$ cat src/rtl/adder_err_monitor.sv
// Error-statistics engine for a W-bit approximate adder: per-run error count, ED sum and max ED.
// Optional EDSQ_ACC_EN adds sum_ed_sq, the accumulated ED*ED.
module adder_err_monitor #(
  parameter int W         = 16,
  parameter int N_SAMPLES = 1000000,
  localparam int CNT_W    = $clog2(N_SAMPLES + 1),
  localparam int ACC_W    = W + 1 + CNT_W
) (
  input  logic             clk,
  input  logic             rst,
  input  logic             start,
  input  logic             in_valid,
  output logic             in_ready,
  input  logic [W-1:0]     in0,
  input  logic [W-1:0]     in1,
  input  logic [W:0]       out0,
  output logic             busy,
  output logic             done,
  output logic [CNT_W-1:0] sample_count,
  output logic [CNT_W-1:0] err_count,
  output logic [ACC_W-1:0] sum_ed,
  output logic [W:0]       max_ed
`ifdef EDSQ_ACC_EN
  ,
  output logic [2*(W+1)+CNT_W-1:0] sum_ed_sq
`endif
);

  typedef enum logic [1:0] {IDLE, RUN, DONE} state_t;
  typedef struct packed {
    logic [W:0] exact;
    logic [W:0] approx;
  } s1_t;

  localparam logic [CNT_W-1:0] NS = CNT_W'(N_SAMPLES);

  state_t           state, state_nxt;
  s1_t              s1;
  logic [1:0]       vld_pipe;
  logic [W:0]       ed, ed_c;
  logic [CNT_W-1:0] accepted, acc_nxt;
  logic             xfer, clr;

  assign xfer    = in_valid & in_ready;
  assign clr     = (state != RUN) & start;
  assign acc_nxt = accepted + {{(CNT_W-1){1'b0}}, xfer};

  always_ff @(posedge clk or posedge rst)
    if (rst) state <= IDLE;
    else     state <= state_nxt;

  always_comb begin
    state_nxt = state;
    case (state)
      IDLE:    if (start) state_nxt = RUN;
      RUN:     if (accepted == NS && vld_pipe == 2'b00) state_nxt = DONE;
      DONE:    if (start) state_nxt = RUN;
      default: state_nxt = IDLE;
    endcase
  end

  always_comb begin
    busy = (state == RUN);
    done = (state == DONE);
  end

  // in_ready is precomputed from the post-edge count so it never depends on in_valid
  always_ff @(posedge clk or posedge rst)
    if (rst) begin
      accepted <= '0;
      in_ready <= 1'b0;
    end else if (clr) begin
      accepted <= '0;
      in_ready <= (NS != '0);
    end else if (state == RUN) begin
      accepted <= acc_nxt;
      in_ready <= (acc_nxt < NS);
    end else begin
      in_ready <= 1'b0;
    end

  always_comb
    ed_c = (s1.exact >= s1.approx) ? s1.exact - s1.approx : s1.approx - s1.exact;

  always_ff @(posedge clk or posedge rst)
    if (rst) begin
      vld_pipe <= '0;
      s1       <= '0;
      ed       <= '0;
    end else begin
      vld_pipe <= clr ? 2'b00 : {vld_pipe[0], xfer};
      if (xfer) begin
        s1.exact  <= {1'b0, in0} + {1'b0, in1};
        s1.approx <= out0;
      end
      if (vld_pipe[0]) ed <= ed_c;
    end

  always_ff @(posedge clk or posedge rst)
    if (rst) begin
      sample_count <= '0;
      err_count    <= '0;
      sum_ed       <= '0;
      max_ed       <= '0;
    end else if (clr) begin
      sample_count <= '0;
      err_count    <= '0;
      sum_ed       <= '0;
      max_ed       <= '0;
    end else if (vld_pipe[1]) begin
      sample_count <= sample_count + 1'b1;
      err_count    <= err_count + {{(CNT_W-1){1'b0}}, |ed};
      sum_ed       <= sum_ed + ACC_W'(ed);
      if (ed > max_ed) max_ed <= ed;
    end

`ifdef EDSQ_ACC_EN
  // square is taken from the stage-1 difference so it lines up with ed
  logic [2*W+1:0] ed_sq;

  always_ff @(posedge clk or posedge rst)
    if (rst) begin
      ed_sq     <= '0;
      sum_ed_sq <= '0;
    end else begin
      if (vld_pipe[0]) ed_sq <= (2*W+2)'(ed_c) * (2*W+2)'(ed_c);
      if (clr)              sum_ed_sq <= '0;
      else if (vld_pipe[1]) sum_ed_sq <= sum_ed_sq + (2*(W+1)+CNT_W)'(ed_sq);
    end
`endif

endmodule

$ cat config.mk
export PLATFORM = sky130hd
export DESIGN_NAME = adder_err_monitor
export DESIGN_NICKNAME = d
export VERILOG_FILES = /design/src/rtl/adder_err_monitor.sv
export SDC_FILE = /design/constraint.sdc
export NUM_CORES = 1
export LEC_CHECK = 0
export CAP_MARGIN = 40
export CORE_MARGIN = 8
export CORE_UTILIZATION = 50
export CTS_BUF_LIST = sky130_fd_sc_hd__clkbuf_8
export CTS_CLUSTER_DIAMETER = 150
export DETAILED_ROUTE_END_ITERATION = 10
export GPL_TIMING_DRIVEN = 0
export PLACE_DENSITY = 0.74
export SLEW_MARGIN = 20
export SYNTH_ARGS = -nofsm -noshare
export SYNTH_HDL_FRONTEND = slang
export SYNTH_SLANG_ARGS = --single-unit
$ cat constraint.sdc
create_clock -name clk -period 13.21 [get_ports clk]
set_input_delay 2.642 -clock clk [delete_from_list [all_inputs] [get_ports clk]]
set_output_delay 2.642 -clock clk [all_outputs]
set_load 0.02 [all_outputs]
* Yosys cells after proc, flatten, opt, wreduce, memory -nomap -nowiden
Index checks and enable logic that the tools add are counted.
** Storage, ports and cells
- Register bits :: 170
- Input bits :: 53
- Output and inout port bits :: 97
** Operators by class
- $add $sub $neg :: 7
- Magnitude comparators :: 3
- Equal/unequal tests :: 6
- Muxes and demuxes :: 18
- Bitwise operators :: 2
- Reduce and logical (&&, ||, !) cells :: 10
** Operators with widths (count)
- 20-bit 2-to-1 mux :: 6
- 37-bit 2-to-1 mux :: 2
- 17-bit 2-to-1 mux :: 4
- 20-bit by 1-bit adder with 20-bit output :: 2
- 37-bit by 17-bit adder with 37-bit output :: 1
- 17-bit subtractor :: 2
- 20-bit by 1-bit adder with 20-bit output (second input constant) :: 1
- 20-bit == test (second input constant) :: 1
- 20-bit < comparator (second input constant) :: 1
- 16-bit by 16-bit adder with 17-bit output :: 1
- 17-bit greater-or-equal comparator :: 1
- 17-bit > comparator :: 1
- 17-bit OR reduction :: 1
- 2-bit 2-to-1 mux :: 3
- 2-bit by 1-bit inequality test with 1-bit output (second input constant) :: 3
- 2-bit nonzero test :: 3
- 2-bit zero test :: 2
- 2-bit one-hot mux with 2 select lines :: 1
- 2-bit AND reduction :: 2
- 1-bit bitwise AND :: 2
- 2-bit by 1-bit == test with 1-bit output (second input constant) :: 1
- 2-bit == test (second input constant) :: 1
- 1-bit 2-to-1 mux :: 2
- 2-bit OR reduction :: 1
- 1-bit logical AND :: 1

* Logic depth before layout (Yosys ltp)
Gate-level depths: netlist of the first run.
- Depth after elaboration :: 5
- Gate-level depth with buffers :: 15
- Depth with buffers taken out :: 13

* Worst setup path after synthesis of the first run
No wires, ideal clock.
- Path type :: input port to flip-flop
- Start :: input in_valid
- End :: register in_ready
- Library setup time :: 0.131 ns
- Data arrival time :: 4.963 ns
- Data required time :: 13.079 ns
- Path slack :: 8.116 ns
- Cell stages on the path :: 14
- Buffers on the path :: 2
- Path through :: nand2_1 inv_1 clkbuf_1 ha_1 and4_1 and4_1 and3_1 and3_1 and2_1 clkbuf_1 xor2_1 a31oi_1 nor3_1 a21oi_1
** On the way
- Word-level cells in the longest chain between the ends :: 5
** Ends and longest elaborated chain
- from (decl) :: RTL line 12 : input logic in_valid,
- 1-bit bitwise AND :: RTL line 44 : assign xfer = in_valid & in_ready;
- named net xfer :: RTL line 42 : logic xfer, clr;
- 20-bit by 1-bit adder with 20-bit output :: RTL line 46 : assign acc_nxt = accepted + {{(CNT_W-1){1'b0}}, xfer};
- 20-bit < comparator :: RTL line 77 : in_ready <= (acc_nxt < NS);
- 1-bit 2-to-1 mux :: RTL line 75 : end else if (state == RUN) begin
- 1-bit 2-to-1 mux :: RTL line 72 : end else if (clr) begin
- to (signal assigned) :: RTL line 74 : in_ready <= (NS != '0);
- to (signal assigned) :: RTL line 77
- to (decl) :: RTL line 13 : output logic in_ready,
The timed path passes the listed nets, and every way through them passes these cells.
A chain may end at the register's enable or synchronous reset.

* Final worst setup path of the first run
Ends and elaborated chain as after synthesis.

==> results of run 1 <==
[cell usage after synthesis (all sizes together) (13+ instances only)]
library cell  instances  area, um^2
dfrtp               170        4250
o21ai               100         500
clkbuf               40         153
xor2                 55         482
nand3                46         230
nor2                152         571
and3                 21         131
nand4                18         113
a21o                 28         210
nor3                 18        90.1
mux2i                39         390
ha                   88        1100
inv                  72         270
a211oi               14         105
xnor2                35         307
a21oi                74         382
nor2b                13        81.3
nand2               106         398
[flip-flops by register name, indices dropped and copies added, names as in the netlist]
name / cells
sum_ed: 37
max_ed: 17
state: 2
accepted: 20
vld_pipe: 2
sample_count: 20
in_ready: 1
err_count: 20
ed: 17
s1: 34
[final timing paths]
check	startpoint	endpoint	slack [ns]	depth (start not counted)
hold reg to reg	accepted[19]	accepted[19]	0.49	1
max in group asynchronous	rst	max_ed[5]	9.72	3
setup reg to reg	ed[0]	sum_ed[30]	9.67	12
setup / recovery	in_valid	in_ready	7.48	16
hold / removal	accepted[19]	accepted[19]	0.49	1
min in group asynchronous	rst	err_count[7]	2.66	2
[area by class of cell]
cell class,count,area (um^2),area share
Sequential cell,170,4250,0.320
Buffer,50,219,0.0165
Timing Repair Buffer,150,1520,0.114
Clock inverter,15,198,0.0149
Clock buffer,17,234,0.0176
Inverter,73,282,0.0212
Multi-Input combinational cell,945,6230,0.469
Tap cell,280,350,0.0264
[worst max-delay path, delay by kind of cell]
family / cells / cell delay, ns
AOI/OAI and AO/OA: 2 / 0.16
adders and majority gates: 2 / 0.48
buffers and inverters: 4 / 1.22
and+or+nand+nor: 8 / 1.57
[power by group]
part	total [W]	internal (W)	switching (W)	leakage, nW
clock network	0.000399	0.000179	0.000220	0.215
logic	0.00142	0.000657	0.000767	3.64
registers	0.000866	0.000677	0.000189	2.03
[through the flow]
| stage | setup slack (ns) | total power (W) |
|---|---|---|
| 3_5_place_dp | 6.97 | 0.00229 |
| 4_1_cts | 7.47 | 0.00270 |
| 6_report | 7.48 | 0.00269 |
| 5_1_grt | 7.06 | 0.00290 |
| 2_1_floorplan | 5.96 | 0.00181 |
| 3_3_place_gp | 3.72 | 0.00225 |
[layer usage]
metal / up-vias / track usage / wire length (um)
li1: 4676 / - / -
met1: 4478 / 0.260 / 12100
met2: 307 / 0.344 / 12900
met3: 53 / 0.0356 / 1660
met4: 0 / 0.0901 / 801
met5: - / 0 / 0
[cells by family (layout without fill, tap and decap cells)]
logic type / count (synthesis) / in the layout / synth area share
buffers and inverters: 123 / 305 / 0.0449
flip-flops: 170 / 170 / 0.387
AND/OR/NAND/NOR: 424 / 424 / 0.178
XOR/XNOR: 90 / 90 / 0.0718
multiplexers: 47 / 47 / 0.0438
adder cells (fa/ha/maj): 92 / 92 / 0.108
AO/OA/AOI/OAI: 292 / 292 / 0.166
==> flow_metrics.py, run 1 <==
metrics = {
    "worst_setup_path": {
        "required_ns": 13.56,
        "critPathLaunchType": "input port",
        "cp_cell_sequence": "clkdlybuf4s50_1 -> nand2_1 -> inv_1 -> clkbuf_1 -> ha_1 -> ha_1 -> nand3_1 -> nor2_1 -> and3_1 -> and3_1 -> clkbuf_1 -> nand3_1 -> nor3b_1 -> a31oi_1 -> nor3_1 -> a21oi_1",
        "critPathSlowestCell": "clkdlybuf4s50_1",
        "crit_type": "input port to flip-flop",
        "crit_path_max_fanout": 10,
        "arrival_ns": 6.08,
        "max_stage_delay_ns": 0.45,
        "cp-end-kind": "flip-flop",
    },
    "clock_network": {
        "postCtsHoldBufs": 0,
        "clockBufferDepth": 2,
        "cts.htree.levels": 4,
        "cts.sinks": 170,
        "cts_tree": "yes",
        "cts-root-buf": "clkbuf_8",
        "numCtsBuffers": 17,
        "clk_latency_ns": 0.48,
        "postCtsSetupBuffers": 0,
        "cts_resized": 0,
        "clk_pin_slew_ns": 0.10,
    },
    "hold_path": {
        "min_path_type": "flip-flop to flip-flop",
    },
    "synthesis": {
        "ys.flop_type": "dfrtp_1",
        "synthCells": 1238,
        "synth_area_per_cell_um2": 8.87,
        "synth.distinct_cells": 66,
        "async_flop_share": 1.00,
        "synth_seq_cells": 170,
        "synthesis.nets": 1383,
        "yosys_warnings": 0,
        "yosysSeqAreaShare": 0.387,
        "synth_area_mm2": 0.0110,
        "synth_edf_count": 0,
    },
    "route": {
        "post_drt_via_cell_ratio": 5.60,
        "via_count": 9514,
        "drt_wl_total_um": 27500,
        "drt_iter0_drc": 576,
        "drt-pass1-iter-count": 5,
        "wl_per_cell_um": 16.2,
        "drc": 0,
        "ant_nets": 0,
    },
    "final_layout": {
        "fin_cells": 1700,
        "areaGrowthSynthToFinish_pct": 21.0,
        "drive_gt1_frac": 0.0458,
        "layout_common_cells": "dfrtp_1 (170), nor2_1 (152), clkdlybuf4s50_1 (149), nand2_1 (106), o21ai_0 (94)",
        "design_area_mm2": 0.0133,
        "final_nets": 1552,
        "diodes": 0,
        "num-fill-cells": 1863,
        "final_common_cell": "dfrtp_1",
        "utilization": 0.613,
    },
    "die": {
        "die_w_um": 164,
        "die_height_um": 164,
        "placementRows": 54,
        "die_area_mm2": 0.0270,
        "ios": 150,
        "core_area_mm2": 0.0217,
        "start_util": 0.506,
    },
    "sta": {
        "grt_setup_unrepaired": "no",
        "timing.fmax_mhz": 175,
        "fin_skew_ns": 0.0177,
        "hold_viol_final": 0,
        "max_slew.worst_pin.slew_ns": 0.711,
        "post-route-period-util": 0.434,
        "drv_slew": 0,
        "slew_headroom": 0.526,
        "finalSetupTns_ns": 0,
        "timing.hold.ws_ns": 0.492,
        "period_minus_slack_ns": 5.73,
        "setup_viol": 0,
    },
    "run_status": {
        "run_status": "finished, final reports clean",
    },
    "placement": {
        "place_hpwl_um": 21100,
        "gp_congestion": 0.931,
        "dpl.cell_count": 1668,
        "numPortBuffers": 149,
        "place_area_mm2": 0.0129,
    },
    "power_and_ir_drop": {
        "vdd_ir_drop_max_uv": 70.1,
        "powerDensity_mw_per_mm2": 202,
        "p_leak_nw": 5.89,
    },
    "grt": {
        "overflow": 0,
        "grt_pass1_wl_um": 45600,
        "grt_use_total": 0.207,
        "grt_max_degree": 90,
        "antenna_found_initial": 0,
        "first_global_vias": 9426,
    },
    "flow_run": {
        "maxCapViolCount": 0,
    },
}
Note: power is estimated with default switching activity, not from simulation.
==> inputs of run 2 (changes only) <==
- clock period: 13.21 -> 5.73 ns (I/O delays scaled with it)
==> flow_metrics.py, run 2 (synthesized netlist as in run 1, its figures left out) <==
metrics = {
    "worst_setup_path": {
        "crit_path_max_fanout": 10,
        "critPathLaunchType": "input port",
        "crit_type": "input port to flip-flop",
        "cp-end-kind": "flip-flop",
        "required_ns": 6.08,
        "max_stage_delay_ns": 0.45,
        "arrival_ns": 4.57,
        "critPathSlowestCell": "clkdlybuf4s50_1",
        "cp_cell_sequence": "clkdlybuf4s50_1 -> nand2_1 -> inv_1 -> clkbuf_1 -> ha_1 -> and4_1 -> and4_1 -> and3_1 -> and3_1 -> and2_1 -> clkbuf_1 -> xor2_1 -> a31oi_1 -> nor3_1 -> a21oi_1",
    },
    "sta": {
        "drv_slew": 0,
        "finalSetupTns_ns": 0,
        "period_minus_slack_ns": 4.22,
        "grt_setup_unrepaired": "no",
        "slew_headroom": 0.519,
        "max_slew.worst_pin.slew_ns": 0.722,
        "post-route-period-util": 0.737,
        "setup_viol": 0,
        "hold_viol_final": 0,
        "timing.fmax_mhz": 237,
        "fin_skew_ns": 0.0182,
    },
    "route": {
        "drt-pass1-iter-count": 5,
        "wl_per_cell_um": 16.1,
        "post_drt_via_cell_ratio": 5.54,
        "drt_iter0_drc": 535,
        "drc": 0,
        "drt_wl_total_um": 27400,
        "via_count": 9432,
        "ant_nets": 0,
    },
    "grt": {
        "grt_max_degree": 36,
        "antenna_found_initial": 0,
        "overflow": 0,
        "first_global_vias": 9479,
        "grt_use_total": 0.209,
        "grt_pass1_wl_um": 46300,
    },
    "power_and_ir_drop": {
        "vdd_ir_drop_max_uv": 184,
        "p_leak_nw": 5.91,
        "powerDensity_mw_per_mm2": 464,
    },
    "clock_network": {
        "cts_tree": "yes",
        "cts-root-buf": "clkbuf_8",
        "cts.sinks": 170,
        "clockBufferDepth": 2,
        "numCtsBuffers": 17,
        "cts.htree.levels": 4,
        "postCtsSetupBuffers": 0,
        "clk_latency_ns": 0.48,
        "clk_pin_slew_ns": 0.10,
        "cts_resized": 0,
        "postCtsHoldBufs": 0,
    },
    "final_layout": {
        "num-fill-cells": 1832,
        "final_common_cell": "dfrtp_1",
        "max_flop_register": "sum_ed",
        "final-seq-area_mm2": 0.00425,
        "utilization": 0.615,
        "layout_common_cells": "dfrtp_1 (170), nor2_1 (152), clkdlybuf4s50_1 (149), nand2_1 (106), o21ai_0 (94)",
        "largestRegisters": "sum_ed (37), s1 (34)",
        "drive_gt1_frac": 0.0485,
        "final_nets": 1556,
        "multi_input_area_mm2": 0.00623,
        "largest_reg_flops": 37,
        "areaGrowthSynthToFinish_pct": 21.5,
        "diodes": 0,
    },
    "placement": {
        "place_hpwl_um": 21500,
        "numPortBuffers": 149,
        "gp_congestion": 0.950,
    },
    "die": {
        "placementRows": 54,
        "die_area_mm2": 0.0270,
        "die_height_um": 164,
        "core_area_mm2": 0.0217,
        "start_util": 0.506,
        "ios": 150,
        "die_w_um": 164,
    },
    "hold_path": {
        "min_path_type": "flip-flop to flip-flop",
    },
    "run_status": {
        "run_status": "finished, final reports clean",
    },
    "flow_run": {
        "maxCapViolCount": 0,
    },
}
## run 2: cell types whose count changed in the layout (fill, tap and decap cells not counted), sizes merged
cell and change:
clkinv +2, inv -2, buf +4
## run 2: worst paths after layout
check	to	from	slack (ns)	cells after the start
min	accepted[19]	accepted[19]	0.49	1
min in group asynchronous	state[1]	rst	1.02	2
max	in_ready	in_valid	1.51	15
max in group asynchronous	sum_ed[17]	rst	3.75	5
min reg2reg	accepted[19]	accepted[19]	0.49	1
max reg2reg	sum_ed[30]	ed[0]	2.11	12
## run 2: metrics by stage
stage / power (W) / setup slack, ns / hold WS, ns / cell area, um^2 / instances
3_5_place_dp: 0.00529 / 1.00 / 0.478 / 12900 / 1672
4_1_cts: 0.00621 / 1.52 / 0.493 / 13300 / 1704
3_3_place_gp: 0.00520 / 1.01 / 0.474 / 12800 / 1667
6_report: 0.00620 / 1.51 / 0.490 / 13300 / 1704
2_1_floorplan: 0.00418 / 2.13 / 0.452 / 11000 / 1238
5_1_grt: 0.00668 / 1.22 / 0.525 / 13300 / 1704
## run 2: routing by layer
metal | wire length, um | global-route usage | up-vias
met2 | 13000 | 0.355 | 263
met1 | 12300 | 0.267 | 4441
met5 | 0 | 0 | -
li1 | - | - | 4688
met3 | 1620 | 0.0373 | 40
met4 | 540 | 0.0645 | 0
## run 2: power breakdown
group	internal, W	switching [W]	total (W)
clock network	0.000406	0.000499	0.000905
logic	0.00152	0.00178	0.00330
registers	0.00156	0.000428	0.00199
## run 2: area by class of cell
cell class                      instances  area share
Buffer                                 50      0.0164
Clock buffer                           17      0.0175
Clock inverter                         15      0.0136
Inverter                               73      0.0208
Multi-Input combinational cell        945       0.467
Sequential cell                       170       0.319
Tap cell                              280      0.0263
Timing Repair Buffer                  154       0.119
## run 2: critical path, delay by kind of cell
| kind | cells | cell delay (ns) |
|---|---|---|
| compound gates | 2 | 0.20 |
| xor+xnor | 1 | 0.17 |
| fa+ha+maj | 1 | 0.28 |
| buf+inv | 4 | 1.25 |
| simple gates | 7 | 1.52 |
